===== config.mk =====
export PLATFORM = sky130hd
export DESIGN_NAME = pipe_hazard_ctrl
export DESIGN_NICKNAME = d
export VERILOG_FILES = /design/src/rtl/pipe_ctrl_pkg.sv /design/src/rtl/load_use_detect.sv /design/src/rtl/pipe_hazard_ctrl.sv
export SDC_FILE = /design/constraint.sdc
export NUM_CORES = 1
export LEC_CHECK = 0
export BUFFER_PORTS_ARGS = -buffer_cell sky130_fd_sc_hd__buf_2
export CORE_MARGIN = 3
export CORE_UTILIZATION = 40
export DETAILED_ROUTE_END_ITERATION = 16
export PLACE_DENSITY = 0.65
export SYNTH_ARGS = -nofsm -noshare
export SYNTH_HDL_FRONTEND = slang
export SYNTH_SLANG_ARGS = --single-unit

===== constraint.sdc =====
create_clock -name clk -period 6.7 [get_ports clk]
set_input_delay 1.34 -clock clk [delete_from_list [all_inputs] [get_ports clk]]
set_output_delay 1.34 -clock clk [all_outputs]
set_load 0.1 [all_outputs]

===== src/rtl/pipe_ctrl_pkg.sv =====
// pipe_ctrl_pkg: shared types and constants for the pipeline hazard controller
package pipe_ctrl_pkg;
  localparam int REG_W        = 5;
  localparam int PC_W_DEF     = 14;
  localparam int MAX_WAIT_DEF = 16;

  typedef enum logic [1:0] {RUN, MEM_WAIT, ERR} state_t;

  typedef struct packed {
    logic pc_we;
    logic ifid_we;
    logic idex_we;
    logic exmem_we;
    logic memwb_we;
    logic ifid_flush;
    logic idex_flush;
    logic exmem_flush;
    logic memwb_flush;
  } ctrl_t;

  localparam ctrl_t CTRL_RUN  = ctrl_t'(9'b11111_0000);
  localparam ctrl_t CTRL_RST  = ctrl_t'(9'b00000_1111);
  localparam ctrl_t CTRL_FRZ  = ctrl_t'(9'b00001_0001);
  localparam ctrl_t CTRL_BR   = ctrl_t'(9'b11111_1110);
  localparam ctrl_t CTRL_LU   = ctrl_t'(9'b00111_0100);
  localparam ctrl_t CTRL_NONE = ctrl_t'(9'b00000_0000);
endpackage


===== src/rtl/load_use_detect.sv =====
// load_use_detect: flags an ID instruction that needs the result of a load in EX
module load_use_detect
  import pipe_ctrl_pkg::*;
(
  input  logic [REG_W-1:0] id_rs1,
  input  logic [REG_W-1:0] id_rs2,
  input  logic             id_uses_rs2,
  input  logic [REG_W-1:0] ex_rd,
  input  logic             ex_memread,
  output logic             hazard
);
  // x0 is hardwired to zero, so a load targeting it never creates a dependency
  assign hazard = ex_memread & (ex_rd != '0) &
                  ((ex_rd == id_rs1) | (id_uses_rs2 & (ex_rd == id_rs2)));
endmodule


===== src/rtl/pipe_hazard_ctrl.sv =====
// pipe_hazard_ctrl: pipeline enables/flushes for load-use, branch redirect and memory wait
module pipe_hazard_ctrl
  import pipe_ctrl_pkg::*;
#(
  parameter int MAX_WAIT = MAX_WAIT_DEF,
  parameter int PC_W     = PC_W_DEF
) (
  input  logic             clk,
  input  logic             rst_n,
  input  logic [REG_W-1:0] id_rs1,
  input  logic [REG_W-1:0] id_rs2,
  input  logic             id_uses_rs2,
  input  logic [REG_W-1:0] ex_rd,
  input  logic             ex_memread,
  input  logic             mem_branch_taken,
  input  logic [PC_W-1:0]  mem_addr_jump,
  input  logic             mem_req,
  input  logic             mem_ready,
  output logic             pc_we,
  output logic             ifid_we,
  output logic             idex_we,
  output logic             exmem_we,
  output logic             memwb_we,
  output logic             ifid_flush,
  output logic             idex_flush,
  output logic             exmem_flush,
  output logic             memwb_flush,
  output logic             pc_sel,
  output logic [PC_W-1:0]  pc_target,
  output logic             mem_err,
  output logic [31:0]      stall_cycles
);
  state_t      state_q, state_d;
  logic [7:0]  wait_q, wait_d;
  logic        mem_err_q;
  logic [31:0] stall_q;
  logic        lu, frz;
  ctrl_t       c;

  load_use_detect u_lu (
    .id_rs1      (id_rs1),
    .id_rs2      (id_rs2),
    .id_uses_rs2 (id_uses_rs2),
    .ex_rd       (ex_rd),
    .ex_memread  (ex_memread),
    .hazard      (lu)
  );

  assign frz = mem_req & ~mem_ready & (state_q != ERR);

  always_comb begin
    c         = CTRL_RUN;
    pc_sel    = 1'b0;
    pc_target = '0;
    if (!rst_n) c = CTRL_RST;
    else if (state_q == ERR) c = CTRL_NONE;
    else if (frz) c = CTRL_FRZ;
    else if (mem_branch_taken) begin
      c         = CTRL_BR;
      pc_sel    = 1'b1;
      pc_target = mem_addr_jump;
    end
    else if (lu) c = CTRL_LU;
  end

  // wait_q counts consecutive frozen cycles, including the first one taken in RUN
  always_comb begin
    state_d = state_q;
    wait_d  = wait_q;
    if (state_q != ERR) begin
      wait_d  = frz ? wait_q + 8'd1 : 8'd0;
      state_d = !frz ? RUN :
                (state_q == MEM_WAIT && wait_q == 8'(MAX_WAIT - 1)) ? ERR : MEM_WAIT;
    end
  end

  always_ff @(posedge clk) begin
    if (!rst_n) begin
      state_q   <= RUN;
      wait_q    <= '0;
      mem_err_q <= 1'b0;
      stall_q   <= '0;
    end else begin
      state_q   <= state_d;
      wait_q    <= wait_d;
      mem_err_q <= mem_err_q | (state_d == ERR);
      if (state_q != ERR && !c.pc_we && stall_q != '1) stall_q <= stall_q + 32'd1;
    end
  end

  assign {pc_we, ifid_we, idex_we, exmem_we, memwb_we,
          ifid_flush, idex_flush, exmem_flush, memwb_flush} = c;
  assign mem_err      = mem_err_q;
  assign stall_cycles = stall_q;
endmodule


==> results of run 1 <==
power breakdown:
part	switching (mW)	leakage, nW	internal, mW
Sequential	0.00207	0.347	0.257
Clock	0.0980	0.0408	0.0746
Combinational	0.0900	0.856	0.0227
Total	0.190	1.24	0.354
metal layers:
layer	global-route usage	vias up	routed length, um
met2	0.268	63	2950
met3	0.0330	13	336
met1	0.252	1202	3070
li1	-	1331	-
met4	0.0590	0	123
met5	0	-	0
worst max-delay path, delay by kind of cell:
family          cells  cell delay [ns]
simple gates        1             0.81
compound gates      1             0.26
buf+inv             3             1.26
final cells by class:
cell class / count / area [um^2]
fillers: 600 / 2940
multi-input cells: 247 / 1560
flip-flops and latches: 43 / 861
repair buffers: 93 / 468
well taps: 75 / 93.8
clock buffers: 5 / 68.8
clock inverters: 3 / 23.8
inverters: 3 / 11.3
state kept, by name (all words and copies together) (netlist names):
signal and count:
state_q 2, stall_cycles 32, wait_q 8, mem_err 1
per-stage QoR:
step | util | setup WS, ns | cell area (um^2) | hold slack, ns
5_1_grt | 0.512 | 1.46 | 3090 | 0.486
2_1_floorplan | - | 0.965 | 2520 | 0.462
4_1_cts | 0.511 | 1.25 | 3080 | 0.472
3_5_place_dp | 0.496 | 1.26 | 2990 | 0.449
3_3_place_gp | 0.496 | 1.46 | 2990 | 0.437
6_report | 0.512 | 1.69 | 3090 | 0.469
cell families after synthesis:
kind of cell / Yosys count
buffers and inverters: 24
muxes: 7
and+or+nand+nor: 159
adders and majority gates: 2
DFF: 43
AOI/OAI and AO/OA: 64
xor gates and xnor gates: 15
cell usage in the layout (no fill, tap or decap), types with 3 or more instances in the layout:
cell type / synthesis / final
nand2_1: 32 / 32
and4_1: 3 / 3
or4_1: 16 / 16
nor2b_1: 3 / 3
nand2b_1: 9 / 9
and3_1: 18 / 18
clkbuf_8: 0 / 5
inv_1: 3 / 3
xor2_1: 12 / 12
dfxtp_1: 43 / 43
nand4_1: 19 / 19
mux2i_1: 7 / 7
xnor2_1: 3 / 3
o31ai_1: 15 / 15
and2_1: 6 / 6
o21ai_0: 9 / 9
nor4_1: 3 / 3
o21ai_1: 4 / 4
nand3_1: 9 / 9
a21oi_1: 26 / 26
nor3_1: 5 / 4
nor2_1: 18 / 18
or3_1: 7 / 7
nor4b_2: 3 / 3
buf_2: 4 / 92
worst max path at each step:
stage	start	end	slack (ns)	cells past startpoint
global route	rst_n	pc_target[13]	1.46	5
finish	rst_n	ifid_we	1.69	5
CTS	rst_n	ifid_we	1.25	5
detailed placement	rst_n	ifid_we	1.26	5
floorplan	rst_n	pc_we	0.97	6
global placement	rst_n	ifid_we	1.46	5
==> results.cfg, run 1 <==
[grt]
track_usage = 0.177
grt_max_degree = 58
gr-total-overflow = 0
grt_pass1_wl_mm = 10.8
grt_pass1_vias = 2312
antenna_found_initial = 0

[logic_synthesis]
yosys.area.top_type_share = 0.342
synth_warnings = 0
syn_avg_cell_area_um2 = 8.03
async_flop_share = 0
syn-cell-area_um2 = 2520
synthTopCellsByArea = dfxtp_1, a21oi_1, nand2_1
muxShareOfSynthArea = 0.0278
synth-simple-area-share = 0.370
yosys.area_share.xor_xnor = 0.0521
post-synth-top-count-cell = dfxtp_1
synth_common_cells = dfxtp_1, nand2_1, a21oi_1
synth_top_area_cell = dfxtp_1
ys.flop_type = dfxtp_1
syn-num-nets = 352
synth_edf_count = 0
synth-seq-cells = 43
synthAdderAreaFrac = 0.00993
ys_types = 41
synth_compound_area_frac = 0.156
synth_top_family_by_area = simple AND/OR/NAND/NOR gates
synthCells = 314
ys_seq_area_frac = 0.342

[cts]
cts_max_level = 2
clock_sink_count = 43
cts_setup_buffers = 0
ctsLongestPathBuffers = 2
cts_resized = 0
ctsHoldBuffers = 0
clk_pin_slew_worst_paths_ns = 0.09
clock_latency_ns = 0.30
cts_tree = done
numCtsBuffers = 5
clock-root-buffer = clkbuf_8

[placement]
place_inst = 461
portBuffers = 92
detailed_place_hpwl_mm = 4.74
gp_congestion = 0.770

[worst_setup_path]
cp-end-kind = primary output
rrSetupSlack_ns = 4.16
crit_arrival_ns = 3.67
slowest_delay_ns = 0.81
critPathKind = input pin to primary output
crit_chain = buf_2 -> inv_1 -> nor3_2 -> o31a_1 -> buf_2
crit-reg2reg-launch = stall_cycles[4]
reg2reg_to = stall_cycles[21]
crit_top_cell = buf_2
critical_path.max_fanout = 29
critPathSlowestCell = nor3_2
required_ns = 5.36
cp-start-kind = input pin
reg2reg_depth = 6

[worst_hold_path]
worstHoldStart = mem_err
hold_path_depth = 1
min_to = mem_err
hp-class = register to register

[floorplan]
io_pins = 93
die-area_um2 = 7290
initial_core_util = 0.418
dieWidth_um = 85.4
rows = 28
die_h_um = 85.4
coreArea_um2 = 6030

[route]
antenna_left = 0
firstDrtPassIters = 4
drtIter0Drc = 150
wl_per_cell_um = 13.8
vias_per_cell = 5.56
post-route-drc-count = 0
dr_total_vias = 2609
wl_mm = 6.48

[sta]
finalCriticalPeriod_ns = 5.01
fmax_ghz = 0.199
worst_clock_skew_ns = 0.00915
setup_viol = 0
worst_pin_slew_ns = 0.973
hold_viol_final = 0
finalCritPeriodShare = 0.748
relSlewSlack = 0.350
finalMaxSlewViolations = 0
timing.setup.tns_ns = 0
rsz0062_at_grt = false

[finish]
drive_above_1_share = 0.279
finalNetCount = 431
area_growth_pct = 22.4
diodes = 0
final_cells = 469

[power_and_ir_drop]
cellPowerDensity_nw_per_um2 = 176
p_leak_nw = 1.24
ir_worst_vdd_v = 0.000121
power.total_uw = 545

[outcome]
status = finished, final reports clean

[flow_run]
maxCapViolCount = 0
No activity file was read; power rests on OpenSTA's default activity.
==> run 2: changes to the inputs <==
- PLACE_DENSITY: 0.65 -> 0.68
- clock period: 6.7 -> 4.3 ns (I/O delays scaled with it)
==> run 2 against run 1 <==
  * Die area unchanged
  * Critical endpoint is now idex_flush
  * Core utilization rose by 5.0 points
  * Largest cell class unchanged
  * Sequential power grew 56%
  * First-iteration DRC count increased by 16%
  * Setup slack worse by 0.54 ns
  * Critical path type unchanged
  * Sequential share of layout area fell by 2.5 points
  * Critical path depth rose by 2
  * Design area grew 9.7%
==> results.cfg, run 2 (synthesized netlist as in run 1, its figures left out) <==
[worst_setup_path]
cp-end-kind = primary output
rrSetupSlack_ns = 1.78
critical_path.max_fanout = 3
crit_top_cell = buf_2
crit_chain = buf_2 -> xor2_1 -> nor4_1 -> a32oi_1 -> nor2_1 -> a21o_1 -> buf_2
cp-start-kind = input pin
critPathKind = input pin to primary output
reg2reg_depth = 8
crit-reg2reg-launch = stall_cycles[0]
crit_arrival_ns = 2.29
slowest_delay_ns = 0.42
critPathLaunch = ex_rd[3]
required_ns = 3.44
reg2reg_to = stall_cycles[15]
critPathSlowestCell = buf_2

[grt]
grt_pass1_vias = 2410
grt_max_degree = 58
grt_pass1_wl_mm = 11.5
track_usage = 0.189
antenna_found_initial = 0
gr-total-overflow = 0

[worst_hold_path]
min_to = mem_err
hp-class = register to register
hold_path_depth = 1
worstHoldStart = mem_err

[cts]
clock-root-buffer = clkbuf_8
clk_pin_slew_worst_paths_ns = 0.08
cts_tree = done
cts_max_level = 2
clock_latency_ns = 0.30
cts_setup_buffers = 0
cts_resized = 0
numCtsBuffers = 5
ctsHoldBuffers = 0
ctsLongestPathBuffers = 2
clock_sink_count = 43

[sta]
finalCriticalPeriod_ns = 3.15
setup_viol = 0
timing.setup.tns_ns = 0
holdWs_ns = 0.466
finalMaxSlewViolations = 0
hold_viol_final = 0
worst_clock_skew_ns = 0.0104
relSlewSlack = 0.397
fmax_ghz = 0.317
finalCritPeriodShare = 0.733
worst_pin_slew_ns = 0.905
rsz0062_at_grt = false

[floorplan]
dieWidth_um = 85.4
die_h_um = 85.4
rows = 28
coreArea_um2 = 6030
io_pins = 93
die-area_um2 = 7290
initial_core_util = 0.418

[power_and_ir_drop]
share_comb_of_total_power = 0.237
p_sw_uw = 298
clockPowerShare = 0.300
p_leak_nw = 1.32
p_int_uw = 575
cellPowerDensity_nw_per_um2 = 258
p_sw_frac = 0.341
p_seq_frac = 0.463
ir_worst_vdd_v = 0.000170

[finish]
finalNetCount = 434
regArea_um2 = 861
largest_reg_flops = 32
area_growth_pct = 34.3
final_common_cell = buf_2
diodes = 0
final_cell_mix = buf_2, dfxtp_1, nand2_1, a21oi_1
nFillCells = 570
multi_input_area_um2 = 1550
drive_above_1_share = 0.282

[route]
firstDrtPassIters = 4
wl_per_cell_um = 14.5
dr_total_vias = 2622
drtIter0Drc = 174
wl_mm = 6.85
post-route-drc-count = 0
vias_per_cell = 5.56
antenna_left = 0

[flow_run]
maxCapViolCount = 0

[outcome]
status = finished, final reports clean

[placement]
detailed_place_hpwl_mm = 5.09
portBuffers = 92
gp_congestion = 0.755
run 2: stage by stage:
| stage | total power, mW | util | worst slack [ns] | instances | area (um^2) |
|---|---|---|---|---|---|
| after CTS | 0.880 | 0.562 | 1.15 | 472 | 3380 |
| after global routing | 0.904 | 0.562 | 1.04 | 472 | 3380 |
| after global placement | 0.619 | 0.547 | 1.06 | 464 | 3300 |
| after floorplan | 0.554 | - | 0.00575 | 314 | 2520 |
| after detailed placement | 0.621 | 0.547 | 0.985 | 464 | 3300 |
| final | 0.873 | 0.562 | 1.15 | 472 | 3380 |
run 2: power groups by stage:
stage / Clock (mW) / Sequential, mW / Combinational [mW]
floorplan: 0 / 0.427 / 0.127
global placement: 0 / 0.413 / 0.206
detailed placement: 0 / 0.414 / 0.207
CTS: 0.268 / 0.404 / 0.208
global route: 0.281 / 0.405 / 0.218
finish: 0.262 / 0.404 / 0.207
run 2: worst max-delay path by stage:
stage / end / slack, ns / cells past startpoint
floorplan: pc_we / 0.006 / 6
global placement: stall_cycles[18] / 1.06 / 7
detailed placement: stall_cycles[18] / 0.99 / 7
CTS: idex_flush / 1.15 / 7
global route: pc_we / 1.04 / 6
finish: idex_flush / 1.15 / 7
run 2: cell type report:
type	instances	area share
timing repair buffer	96	0.229
inverter	3	0.00333
sequential	43	0.254
multi-input combinational	247	0.459
clock inverter	3	0.00591
tap	75	0.0277
clock buffer	5	0.0203
run 2: critical path, delay by kind of cell:
kind / cells / cell delay [ns]
AO/OA/AOI/OAI: 2 / 0.30
XOR/XNOR: 1 / 0.17
buffers and inverters: 2 / 0.55
AND/OR/NAND/NOR: 2 / 0.42
run 2: metal layers:
layer | global-route usage | routed length [um]
met1 | 0.262 | 3050
met2 | 0.309 | 3480
met3 | 0.0320 | 270
met4 | 0.0403 | 44
met5 | 0 | 0
